**src/rtl/bridge_reg_bank.sv**
```systemverilog
// Bridge-mapped bank of 32-bit registers with optional shadow/active staging
// and a CTRL register for commit/discard of staged writes.
module bridge_reg_bank #(
    parameter int                          NUM_REGS     = 4,
    parameter logic [31:0]                 BASE_ADDR    = 32'h00100000,
    parameter logic [NUM_REGS-1:0][31:0]   RESET_VALUES = '0,
    parameter bit                          SHADOW_MODE  = 1'b0
) (
    input  logic                     clk_74a,
    input  logic                     reset,
    input  logic [31:0]              bridge_addr,
    input  logic                     bridge_wr,
    input  logic [31:0]              bridge_wr_data,
    input  logic                     bridge_rd,
    output logic [31:0]              bridge_rd_data,
    output logic                     bridge_selected,
    input  logic                     commit,
    output logic [NUM_REGS*32-1:0]   regs_out,
    output logic [NUM_REGS-1:0]      reg_wr_pulse,
    output logic [NUM_REGS-1:0]      pending
);

    logic [31:0]                 offset;
    logic                        hit_reg;
    logic                        hit_ctrl;
    logic [3:0]                  idx;
    logic [NUM_REGS-1:0][31:0]   shadow;
    logic [NUM_REGS-1:0][31:0]   active;
    logic [NUM_REGS-1:0]         wr_sel;
    logic                        commit_ev;
    logic                        discard_ev;
    logic [31:0]                 rd_next;
    logic [15:0]                 pending_ext;
    logic                        unused_rd;

    // Addresses below BASE_ADDR wrap to a huge offset and therefore miss.
    assign offset      = bridge_addr - BASE_ADDR;
    assign hit_reg     = (bridge_addr[1:0] == 2'b00) && (offset < 32'(4 * NUM_REGS));
    assign hit_ctrl    = (offset == 32'(4 * NUM_REGS));
    assign idx         = offset[5:2];
    assign pending_ext = 16'(pending);
    assign unused_rd   = bridge_rd;

    // Commit takes priority over discard when both CTRL bits are set.
    assign commit_ev  = SHADOW_MODE && (commit || (bridge_wr && hit_ctrl && bridge_wr_data[0]));
    assign discard_ev = SHADOW_MODE && !commit_ev && bridge_wr && hit_ctrl && bridge_wr_data[1];

    always_comb begin
        wr_sel  = '0;
        rd_next = '0;
        for (int i = 0; i < NUM_REGS; i++) begin
            if (hit_reg && idx == 4'(i)) begin
                wr_sel[i] = bridge_wr;
                rd_next   = shadow[i];
            end
        end
        if (hit_ctrl)
            rd_next = {8'h00, 8'(NUM_REGS), pending_ext};
    end

    always_ff @(posedge clk_74a) begin
        if (reset) begin
            shadow          <= RESET_VALUES;
            active          <= RESET_VALUES;
            pending         <= '0;
            reg_wr_pulse    <= '0;
            bridge_rd_data  <= '0;
            bridge_selected <= 1'b0;
        end else begin
            // Read data samples the shadow before this cycle's write lands.
            bridge_rd_data  <= rd_next;
            bridge_selected <= hit_reg || hit_ctrl;
            for (int i = 0; i < NUM_REGS; i++) begin
                if (!SHADOW_MODE) begin
                    reg_wr_pulse[i] <= wr_sel[i];
                    if (wr_sel[i]) begin
                        shadow[i] <= bridge_wr_data;
                        active[i] <= bridge_wr_data;
                    end
                end else begin
                    reg_wr_pulse[i] <= commit_ev && pending[i];
                    if (commit_ev && pending[i])
                        active[i] <= shadow[i];
                    else if (discard_ev && pending[i])
                        shadow[i] <= active[i];
                    // A same-cycle write overrides the shadow after the old value was committed.
                    if (wr_sel[i])
                        shadow[i] <= bridge_wr_data;
                    pending[i] <= wr_sel[i] || (pending[i] && !commit_ev && !discard_ev);
                end
            end
        end
    end

    assign regs_out = active;

endmodule

```
**config.mk**
```make
export PLATFORM = sky130hd
export DESIGN_NAME = bridge_reg_bank
export DESIGN_NICKNAME = d
export VERILOG_FILES = /design/src/rtl/bridge_reg_bank.sv
export SDC_FILE = /design/constraint.sdc
export NUM_CORES = 1
export LEC_CHECK = 0
export ABC_AREA = 1
export CAP_MARGIN = 30
export CELL_PAD_IN_SITES_DETAIL_PLACEMENT = 1
export CELL_PAD_IN_SITES_GLOBAL_PLACEMENT = 1
export CORE_ASPECT_RATIO = 1.75
export CORE_MARGIN = 2
export CORE_UTILIZATION = 30
export DETAILED_ROUTE_END_ITERATION = 10
export GPL_TIMING_DRIVEN = 0
export MAX_ROUTING_LAYER = met4
export PLACE_DENSITY = 0.85
export SLEW_MARGIN = 20
export SYNTH_ARGS = -nofsm -noshare
export SYNTH_HDL_FRONTEND = slang
export SYNTH_SLANG_ARGS = --single-unit
```
**constraint.sdc**
```tcl
create_clock -name clk_74a -period 2.4 [get_ports clk_74a]
set_input_delay 0.48 -clock clk_74a [delete_from_list [all_inputs] [get_ports clk_74a]]
set_output_delay 0.48 -clock clk_74a [all_outputs]
set_load 0.01 [all_outputs]
```
==> results_dict.tcl <==
set metrics [dict create \
    power.total_w 0.00614 \
    die_area_um2 25100 \
    worstSetupPathType "input pin to flop" \
    synth_area_per_cell_um2 7.52 \
    p_leak_nw 3.98 \
    synth_area_leader_cell "dfxtp_1" \
    drv_cap 0 \
    num_rows 74 \
    synthFlopType "dfxtp_1" \
    drtIter0Drc 306 \
    yosysWarningCount 0 \
    netlist_top_cells_count "218 x nor2_1, 168 x inv_1, 165 x dfxtp_1, 96 x a211oi_1, 64 x a21oi_1" \
    final_util_pct 45.5 \
    antenna_found_initial 1 \
    synthesis.instances 948 \
    cellPowerDensity_nw_per_um2 578 \
    startpoint_type "input pin" \
    vias 7688 \
    cp_max_fo 10 \
    slowest_delay_ps 460 \
    root_buffer "clkbuf_16" \
    synth-edff-count 0 \
    synth-seq-area-share_pct 46.3 \
    cp_common_cell "buf_2" \
    cts_sinks 165 \
    hold_buffers 0 \
    ys_types 23 \
    clkPwrFrac_pct 50.6 \
    cts_tree "done" \
    layout-drive-gt1-share_pct 9.70 \
    initial_utilization_pct 30.6 \
    areaGrowthSynthToFinish_pct 49.0 \
    core_um2 23300 \
    rsz0062_at_grt "true" \
    ant_nets 0 \
    portBuffers 230 \
    status "completed" \
    period_needed_ps 2340 \
    cp_top_family "buffers and inverters" \
    maxSlewViolCount 0 \
    die_h_um 208 \
    clk_path_buf_depth 2 \
    routedWlPerCell_um 20.3 \
    hp-class "flop to flop" \
    finalNetCount 1272 \
    crit_chain "clkdlybuf4s50_1 -> o21ai_0 -> nand4_1 -> buf_4 -> nor2_2 -> nand3_1 -> buf_2 -> buf_2 -> nor2_1 -> a211oi_1" \
    peakVddDrop_mv 0.451 \
    async_flop_share_pct 0 \
    drc 0 \
    switching_share_pct 23.1 \
    grt.total_usage_pct 25.3 \
    seqPwrFrac_pct 44.6 \
    tightest_slew_ps 767 \
    fin_crit_sh_pct 97.3 \
    intPower_w 0.00472 \
    wl_mm 30.8 \
    slowest_stage "clkdlybuf4s50_1" \
    max_freq_mhz 428 \
    gp_congestion 0.838 \
    yosys.area.top_type_share_pct 46.3 \
    yosysMostFrequentCell "nor2_1" \
    skew_ps 8.01 \
    clk_pin_slew_worst_paths_ps 70 \
    hold_violations 0 \
    arrival_ps 2620 \
    yosys-top-cells-area "dfxtp_1 46%, nor2_1 11%, a211oi_1 10%, inv_1 8.8%, a21oi_1 4.5%" \
    ys_ff_latch 165 \
    dr.pass1.iters 4 \
    p_sw_w 0.00142 \
    path_buf_inv 4 \
    clock_latency_ps 450 \
    finalSetupViolCount 0 \
    grt_pass1_wl_mm 46.8 \
    syn-cell-area_um2 7130 \
    grt_max_degree 17 \
    cts-htree-levels 4 \
    end_kind "flop" \
    nFillCells 2834 \
    hpwl_mm 22.2 \
    first_global_vias 8296 \
    die-width_um 121 \
    required_ps 2690 \
    io_pins 238 \
    combinationalPowerShare_pct 4.8 \
    cts_buffers 17 \
    max_slew_margin_pct 48.7 \
    routed_via_density 5.05 \
    gr-total-overflow 0 \
]
[logic make-up after synthesis]
family                 after synthesis  synth area share (%)
DFF                                165                  46.3
and+or+nand+nor                    337                  21.5
AOI/OAI and AO/OA                  202                  18.6
other                                1                0.0526
buffers and inverters              243                  13.5
[worst reg2reg max path, stage by stage (launching register included)]
cell and delay, ps:
dfxtp_1 400, inv_1 80, nor2_1 130, nand4_1 140, o211ai_1 150, nand2_1 80, inv_1 50
[cell type report]
| cell class | count | area [um^2] | area share (%) |
|---|---|---|---|
| sequential | 165 | 3300 | 31.1 |
| multi-input combinational | 543 | 2920 | 27.5 |
| timing repair buffer | 234 | 2340 | 22.1 |
| inverter | 170 | 641 | 6.03 |
| clock buffer | 18 | 429 | 4.04 |
| tap | 304 | 380 | 3.58 |
| buffer | 72 | 379 | 3.57 |
| clock inverter | 14 | 225 | 2.12 |
| antenna | 1 | 2.50 | 0.0236 |
[metal layers]
metal	GRT usage (%)	share of wire, %	vias up
met5	-	0	-
met4	14.9	5.3	0
met3	5.29	4.9	93
met2	44.1	52	259
met1	25.8	38	3757
li1	-	-	3579
[cells in the final DEF, fill, tap and decap left out, types with 5 or more instances in the layout]
cell,netlist,layout
clkdlybuf4s50_1,0,230
nor2_1,218,217
inv_1,168,168
dfxtp_1,165,165
a211oi_1,96,89
a21oi_1,64,64
nand2_1,52,52
nand4_1,33,33
o211ai_1,31,31
clkbuf_1,41,24
nor3_2,22,22
buf_2,20,18
clkbuf_16,0,17
buf_4,7,16
clkbuf_2,0,12
o21ai_0,11,11
a211oi_2,0,7
nand3_1,5,5
bufinv_16,0,5
[flip-flops by register name, indices dropped and copies added, names as in the netlist]
signal	cells
bridge_selected	1
reg_wr_pulse	4
bridge_rd_data	32
regs_out	64
shadow	64
[worst paths after layout]
check                                      from                end  slack, ps  cells past startpoint
worst min-delay path               regs_out[76]       regs_out[76]        470                      2
worst max register to register      regs_out[4]  bridge_rd_data[4]       1330                      6
worst min register to register     regs_out[76]       regs_out[76]        470                      2
worst max-delay path            bridge_addr[20]         shadow[46]         60                     10
[timing repair]
item,4_1_cts,5_1_grt
pin swaps,1,1
buffers inserted,3,1
endpoints found under the setup margin,80,121
gates resized for setup,11,57
[power by group through the flow]
stage	logic [W]	clock network [W]	registers, W
global placement	0.000280	0	0.00280
detailed placement	0.000285	0	0.00280
finish	0.000296	0.00311	0.00274
CTS	0.000287	0.00314	0.00274
global route	0.000314	0.00323	0.00274
floorplan	0.0000927	0	0.00280
[per-stage QoR]
stage	TNS (ps)	area [um^2]	worst slack (ps)	instances	hold WS (ps)
2_1_floorplan	0	7140	575	951	489
3_3_place_gp	-59140	9820	-548	1485	460
3_5_place_dp	-71640	9820	-592	1485	466
4_1_cts	0	10500	16.1	1520	476
5_1_grt	-439	10600	-45.4	1521	500
6_report	0	10600	64.6	1521	472
Power figures use the tool's default switching activity.
